==> src/rtl/rc_osc_freq_meter.sv <==
// Enable/warm-up controller and windowed rising-edge counter for the 500 kHz RC oscillator.
// Optional limit check enabled by defining RC_OSC_MON_RANGE_EN (adds lo_lim, hi_lim, in_range).
module rc_osc_freq_meter #(
  parameter int unsigned CW     = 16,
  parameter int unsigned WIN_W  = 16,
  parameter int unsigned WARMUP = 64
) (
  input  logic             clk,
  input  logic             rst,
  input  logic             start,
  input  logic             abort,
  input  logic [WIN_W-1:0] win_len,
  input  logic             osc_in,
`ifdef RC_OSC_MON_RANGE_EN
  input  logic [CW-1:0]    lo_lim,
  input  logic [CW-1:0]    hi_lim,
  output logic             in_range,
`endif
  output logic             osc_ena,
  output logic             busy,
  output logic             done,
  output logic [CW-1:0]    count,
  output logic             overflow
);

  localparam int unsigned WU_W = $clog2(WARMUP + 1);
  localparam int unsigned TW   = (WIN_W > WU_W) ? WIN_W : WU_W;

  typedef enum logic [1:0] {S_IDLE, S_WARMUP, S_MEASURE, S_DONE} state_t;

  state_t           state;
  logic             s1, s2, s3;
  logic             osc_rise;
  logic [TW-1:0]    timer;
  logic [WIN_W-1:0] win_q;
  logic [CW-1:0]    cnt_q, cnt_nxt;
  logic             ovf_q, ovf_nxt;

  assign osc_rise = s2 & ~s3;

  // Working counter: saturates at all-ones, a further increment flags overflow
  always_comb begin
    cnt_nxt = cnt_q;
    ovf_nxt = ovf_q;
    if (state == S_MEASURE && osc_rise) begin
      if (&cnt_q) ovf_nxt = 1'b1;
      else        cnt_nxt = cnt_q + CW'(1);
    end
  end

`ifdef RC_OSC_MON_RANGE_EN
  logic [CW-1:0] lo_q, hi_q;
  logic          range_ok;
  assign range_ok = (cnt_nxt >= lo_q) && (cnt_nxt <= hi_q) && !ovf_nxt;
`endif

  always_ff @(posedge clk) begin
    if (rst) begin
      s1 <= 1'b0;
      s2 <= 1'b0;
      s3 <= 1'b0;
    end else begin
      s1 <= osc_in;
      s2 <= s1;
      s3 <= s2;
    end
  end

  always_ff @(posedge clk) begin
    if (rst) begin
      state    <= S_IDLE;
      timer    <= '0;
      win_q    <= '0;
      cnt_q    <= '0;
      ovf_q    <= 1'b0;
      osc_ena  <= 1'b0;
      busy     <= 1'b0;
      done     <= 1'b0;
      count    <= '0;
      overflow <= 1'b0;
`ifdef RC_OSC_MON_RANGE_EN
      lo_q     <= '0;
      hi_q     <= '0;
      in_range <= 1'b0;
`endif
    end else begin
      done <= 1'b0;
      case (state)
        S_IDLE: begin
          if (start) begin
            state   <= S_WARMUP;
            osc_ena <= 1'b1;
            busy    <= 1'b1;
            win_q   <= (win_len == '0) ? WIN_W'(1) : win_len;
            cnt_q   <= '0;
            ovf_q   <= 1'b0;
            timer   <= TW'(WARMUP - 1);
`ifdef RC_OSC_MON_RANGE_EN
            lo_q    <= lo_lim;
            hi_q    <= hi_lim;
`endif
          end
        end
        S_WARMUP: begin
          if (abort) begin
            state   <= S_IDLE;
            osc_ena <= 1'b0;
            busy    <= 1'b0;
          end else if (timer == '0) begin
            state <= S_MEASURE;
            timer <= TW'(win_q - WIN_W'(1));
          end else begin
            timer <= timer - TW'(1);
          end
        end
        S_MEASURE: begin
          cnt_q <= cnt_nxt;
          ovf_q <= ovf_nxt;
          if (abort) begin
            state   <= S_IDLE;
            osc_ena <= 1'b0;
            busy    <= 1'b0;
          end else if (timer == '0) begin
            // Result includes the edge detected in the final window cycle
            state    <= S_DONE;
            osc_ena  <= 1'b0;
            busy     <= 1'b0;
            done     <= 1'b1;
            count    <= cnt_nxt;
            overflow <= ovf_nxt;
`ifdef RC_OSC_MON_RANGE_EN
            in_range <= range_ok;
`endif
          end else begin
            timer <= timer - TW'(1);
          end
        end
        S_DONE:  state <= S_IDLE;
        default: state <= S_IDLE;
      endcase
    end
  end

endmodule

==> config.mk <==
export PLATFORM = sky130hd
export DESIGN_NAME = rc_osc_freq_meter
export DESIGN_NICKNAME = d
export VERILOG_FILES = /design/src/rtl/rc_osc_freq_meter.sv
export SDC_FILE = /design/constraint.sdc
export NUM_CORES = 1
export LEC_CHECK = 0
export CORE_MARGIN = 2
export CORE_UTILIZATION = 52
export DETAILED_ROUTE_END_ITERATION = 8
export PLACE_DENSITY = 0.77
export REMOVE_ABC_BUFFERS = 1
export SETUP_SLACK_MARGIN = 0.4
export SLEW_MARGIN = 20
export SYNTH_ARGS = -nofsm -noshare
export SYNTH_HDL_FRONTEND = slang
export SYNTH_SLANG_ARGS = --single-unit
==> constraint.sdc <==
create_clock -name clk -period 1.9 [get_ports clk]
set_input_delay 0.38 -clock clk [delete_from_list [all_inputs] [get_ports clk]]
set_output_delay 0.38 -clock clk [all_outputs]
set_load 0.1 [all_outputs]
==> out/results.tsv, run 1 <==
metric	value	unit
outcome	finished with violations	
violations	DRC, setup timing	
dieArea	8670	sq um
cts_tree	done	
skew	0.0159	ns
grt_pass1_wl	27000	um
slew_headroom	0.212	
gp_congestion	0.905	
synth_simple_gate_area_frac	0.268	
nNetsFinal	705	
layout_commonest_cell	buf_4	
p_clk_frac	0.279	
vdd_drop_max	0.728	mV
synth-async-reset-ratio	0	
internal-power	3.19	mW
antenna_found_initial	0	
comb_power_share	0.390	
final_cell_mix	buf_4 (109), dfxtp_1 (57), buf_6 (51), nand2_1 (33), nor2_1 (29)	
fin_util	0.927	
synth_xor_area_frac	0.0700	
dr.pass1.iters	9	
synth_top_family_by_area	simple AND/OR/NAND/NOR gates	
crit_family	simple AND/OR/NAND/NOR gates	
synth_compound_area_frac	0.225	
synth_flop_cell	dfxtp_1	
drtAntennaViolNets	0	
fp-row-count	32	
clock_latency	0.39	ns
synth_top_area_share	0.354	
finalCritPeriodShare	1.48	
portBuffers	40	
yosysWarnings	0	
crit_arrival	3.08	ns
setup_viol	51	
ys_ff_latch	73	
synth_area_leaders	dfxtp_1 (35%), nand2_1 (5.2%), nor2_1 (5.0%)	
rsz0062_at_grt	true	
fp.dieH	93.1	um
dp_hpwl	7730	um
drv_cap	0	
overflow	0	
final_hold_viol_count	0	
r2r_start	timer[2]$_SDFFE_PP0P_	
p_sw_frac	0.376	
cts_buffers	9	
grt.total_usage	0.402	
synth_area_leader_cell	dfxtp_1	
clock_path_buffers	2	
worst_slew_pin_slew	1.17	ns
power.switching	1.93	mW
p_total	5.12	mW
synth_mux_area_frac	0.00970	
endpoint_kind	flip-flop	
core-area	7730	sq um
synth.avg_cell_area	8.26	sq um
netlist_instances	500	
grt_pass1_vias	5134	
path_cells	buf_4 > nor4_1 > buf_4 > nand2_1 > nor3_1 > o21ai_0 > a32o_1	
hold_ws	0.482	ns
start_util	0.534	
slew_viol_final	0	
crit_top_cell	buf_4	
timing.fmax	356	MHz
drt_wl_total	24100	um
hp-start	s1$_SDFF_PP0_	
p_leak	2.80	nW
critPathBufInv	2	
crit_slowest_cell	nor4_1	
clkTransAtPathRegs	0.09	ns
vias	5815	
synth_edf_count	0	
reg2reg_to	timer[11]$_SDFFE_PP0P_	
synthAdderAreaFrac	0.0242	
fin_cells	783	
required	2.17	ns
dp.cells	697	
cts_htree_levels	3	
whs_endpoint	s2$_SDFF_PP0_	
ios	41	
die_w	93.1	um
drt_iter0_drc	1109	
cts_sinks	73	
max_stage_delay	0.95	ns
via_per_inst	7.43	
placed_area	5150	sq um
ys_types	65	
seq_power_share	0.331	
drc_errors	81	
yosysSeqAreaShare	0.354	
synth_area	4130	sq um
setup_slack	-0.906	ns
stdcell_area	7160	sq um
wire_per_inst	30.7	um
cts_root_buf	clkbuf_8	
r2r_slack	-0.91	ns
whs_path_depth	1	
insertedDiodeCount	0	
hp-class	reg2reg	
area_growth	73.5	%
critical_path.startpoint_type	flip-flop	
powerDensity	715	nW/um^2
cp_max_fo	5	
r2r_cells	7	
critical_path_class	reg2reg	
fin_crit	2.81	ns
final_layout_size_suffix_gt1_frac	0.581	
grt_max_degree	43	
flip-flops by register name, summed over array words and instances (netlist names):
register	flops
s3	1
s2	1
done	1
timer	16
ovf_q	1
s1	1
win_q	16
count	16
state	2
cnt_q	16
overflow	1
busy	1
power groups by stage:
stage	logic (mW)	registers, mW	clock network, mW
floorplan	0.539	1.74	0
global placement	1.06	1.68	0
detailed placement	1.10	1.68	0
CTS	1.38	1.66	1.34
global route	2.00	1.69	1.45
finish	2.00	1.69	1.43
repair_timing:
action	CTS	global route
setup endpoints to repair	54	68
setup buffers	33	28
hold buffers	0	0
pin swaps	88	59
gates cloned	7	2
resized for setup	190	131
synthesized netlist by cell type (all sizes together) (6+ instances only):
cell and instances:
a211oi 15, a21oi 37, a31oi 8, buf 12
clkbuf 19, dfxtp 73, ha 8, inv 13
nand2 57, nand3 14, nand4 6, nor2 55
nor2b 7, nor3 15, nor4 13, o21ai 32
o22ai 12, or3 12, xnor2 17, xor2 16
worst reg2reg max path: stages (launching register included):
cell	delay [ns]
dfxtp_1	0.36
buf_4	0.19
nor4_1	0.95
buf_4	0.32
nand2_1	0.16
nor3_1	0.25
o21ai_0	0.18
a32o_1	0.29
worst max-delay path by stage:
stage | start | to | slack [ns] | cells past startpoint
after global routing | timer[2]$_SDFFE_PP0P_ | timer[15]$_SDFFE_PP0P_ | -0.85 | 8
after CTS | win_q[0]$_SDFFE_PP0P_ | timer[15]$_SDFFE_PP0P_ | -0.01 | 7
after global placement | start | cnt_q[13]$_SDFFE_PP0P_ | -0.25 | 6
final | timer[2]$_SDFFE_PP0P_ | timer[11]$_SDFFE_PP0P_ | -0.91 | 7
after detailed placement | start | cnt_q[11]$_SDFFE_PP0P_ | -0.32 | 6
after floorplan | timer[0]$_SDFFE_PP0P_ | count[13]$_SDFFE_PP0P_ | -0.56 | 7
metrics by stage:
step	setup WS (ns)	setup TNS, ns
finish	-0.906	-12.38
detailed placement	-0.325	-6.64
CTS	-0.0143	-0.0437
global placement	-0.248	-4.93
global route	-0.848	-14.57
floorplan	-0.563	-12.03
final cells by class:
class                      instances  area [sq um]
clock buffer                      11           131
clock inverter                     5          80.1
fill                             216           567
inverter                          14          61.3
multi-input combinational        383          3370
sequential                        73          1490
tap                              102           128
timing repair buffer             195          1890
per-layer routing:
| metal | vias to the layer above | wire [um] | track usage |
|---|---|---|---|
| li1 | 2145 | - | - |
| met1 | 2646 | 7880 | 0.475 |
| met2 | 706 | 9940 | 0.662 |
| met3 | 318 | 3560 | 0.0943 |
| met4 | 0 | 2700 | 0.239 |
| met5 | - | 0 | 0 |
cell families after synthesis:
group,Yosys count
flip-flops,73
XOR/XNOR,33
buffers and inverters,45
AO/OA/AOI/OAI,133
adder cells (fa/ha/maj),8
AND/OR/NAND/NOR,204
multiplexers,4
No activity file was read; power rests on OpenSTA's default activity.
==> inputs of run 2 (changes only) <==
--- a/config.mk
+++ b/config.mk
@@ -11,6 +11,7 @@
 export PLACE_DENSITY = 0.77
 export REMOVE_ABC_BUFFERS = 1
 export SETUP_SLACK_MARGIN = 0.4
+export SKIP_LAST_GASP = 1
 export SLEW_MARGIN = 20
 export SYNTH_ARGS = -nofsm -noshare
 export SYNTH_HDL_FRONTEND = slang
==> constraint.sdc (replaced) <==
create_clock -name clk -period 1.9 [get_ports clk]
set_input_delay 0.38 -clock clk [delete_from_list [all_inputs] [get_ports clk]]
set_output_delay 0.38 -clock clk [all_outputs]
set_load 0.01 [all_outputs]
==> out/results.tsv, run 2 (same netlist as run 1, synthesis figures left out) <==
metric	value	unit
hp-class	in2reg	
powerDensity	718	nW/um^2
cts_sinks	73	
critical_path_class	reg2reg	
crit_arrival	2.54	ns
cts_tree	done	
endpoint_kind	flip-flop	
wire_per_inst	29.4	um
dr_wl_met3	3420	um
grt_pass1_vias	5209	
final_hold_viol_count	0	
power.switching	1.85	mW
start_util	0.534	
finalCritPeriodShare	1.19	
gp_congestion	0.940	
rsz0062_at_grt	true	
slew_headroom	0.618	
grt_max_degree	43	
antenna_found_initial	1	
clock_path_buffers	2	
vdd_drop_max	0.823	mV
portBuffers	40	
final_layout_size_suffix_gt1_frac	0.512	
fp-row-count	32	
required	2.19	ns
drtAntennaViolNets	0	
place_ws	-0.351	ns
worst_slew_pin_slew	0.573	ns
setup_slack	-0.354	ns
met2_length	9690	um
layout_commonest_cell	buf_4	
cts_root_buf	clkbuf_8	
clock_latency	0.39	ns
nNetsFinal	706	
dr.pass1.iters	9	
cts_buffers	9	
overflow	0	
fin_util	0.909	
critical_path.startpoint_type	flip-flop	
p_clk_frac	0.286	
hold_ws	0.281	ns
slew_viol_final	0	
vias	5777	
comb_power_share	0.380	
setup_viol	50	
outcome	finished with violations	
drt_iter0_drc	1045	
p_leak	2.82	nW
grt.total_usage	0.428	
violations	DRC, setup timing	
clkTransAtPathRegs	0.09	ns
drc_errors	2	
via_per_inst	7.37	
dp_hpwl	7740	um
fin_crit	2.25	ns
insertedDiodeCount	0	
cts_htree_levels	3	
timing.fmax	444	MHz
dieArea	8670	sq um
fp.dieH	93.1	um
die_w	93.1	um
drt_wl_total	23100	um
area_growth	70.2	%
drv_cap	0	
top_layer_used	met4	
routedLengthMet1	7340	um
p_sw_frac	0.367	
skew	0.00738	ns
ios	41	
internal-power	3.19	mW
grt_pass1_wl	28400	um
core-area	7730	sq um
cts_hold_buf	0	
seq_power_share	0.334	
cp_max_fo	6	
final_cell_mix	buf_4 (106), dfxtp_1 (59), nand2_1 (47), buf_6 (37), nor2_1 (35)	
[run 2: what timing repair did]
item | CTS | global route
pin swaps | 100 | 32
buffers inserted | 35 | 24
cloned | 8 | 2
resized for setup | 217 | 69
endpoints found under the setup margin | 74 | 66
[run 2: power groups by stage]
stage	Combinational [mW]	Clock, mW	Sequential [mW]
finish	1.91	1.44	1.69
global placement	1.01	0	1.67
CTS	1.41	1.35	1.66
floorplan	0.538	0	1.70
detailed placement	1.05	0	1.68
global route	1.94	1.48	1.68
[run 2: metrics by stage]
step	TNS (ns)	cell area [sq um]	total power, mW	instances
4_1_cts	-0.0416	6500	4.42	758
2_1_floorplan	-11.88	3980	2.24	469
6_report	-9.60	7020	5.04	784
5_1_grt	-10.27	7020	5.10	784
3_3_place_gp	-5.07	5190	2.69	699
3_5_place_dp	-8.25	5190	2.72	699
[run 2: cell type report]
| type | instances | area [sq um] |
|---|---|---|
| well taps | 102 | 128 |
| multi-input cells | 383 | 3290 |
| clock inverters | 5 | 78.8 |
| clock buffers | 11 | 131 |
| fillers | 243 | 703 |
| repair buffers | 196 | 1850 |
| inverters | 14 | 63.8 |
| flip-flops and latches | 73 | 1490 |
[run 2: critical path: stages, from the launching register on]
cell and delay [ns]:
dfxtp_2 0.36, inv_4 0.09, ha_4 0.14, buf_6 0.10, buf_8 0.12, nand3b_1 0.18
a21oi_4 0.26, nand4_1 0.24, or3_1 0.43, a31oi_1 0.23
[run 2: layer usage]
metal,global-route usage,vias to the layer above
met3,0.114,315
met2,0.681,723
met5,0,-
met1,0.511,2592
li1,-,2147
met4,0.276,0
[run 2: path summary, 6_finish.rpt]
kind / from / end / slack [ns] / depth (start not counted)
max: state[0]$_SDFFE_PP0P_ / cnt_q[4]$_SDFFE_PP0P_ / -0.35 / 9
min: rst / cnt_q[14]$_SDFFE_PP0P_ / 0.28 / 2
max reg2reg: state[0]$_SDFFE_PP0P_ / cnt_q[4]$_SDFFE_PP0P_ / -0.35 / 9
min reg2reg: s1$_SDFF_PP0_ / s2$_SDFF_PP0_ / 0.46 / 1
==> inputs of run 3 (changes only) <==
--- a/config.mk
+++ b/config.mk
@@ -8,6 +8,7 @@
 export CORE_MARGIN = 2
 export CORE_UTILIZATION = 52
 export DETAILED_ROUTE_END_ITERATION = 8
+export HOLD_SLACK_MARGIN = 0.15
 export PLACE_DENSITY = 0.77
 export REMOVE_ABC_BUFFERS = 1
 export SETUP_SLACK_MARGIN = 0.4
==> results of run 3 <==
Same layout as run 2: the final DEF is identical, and so are final timing and power.
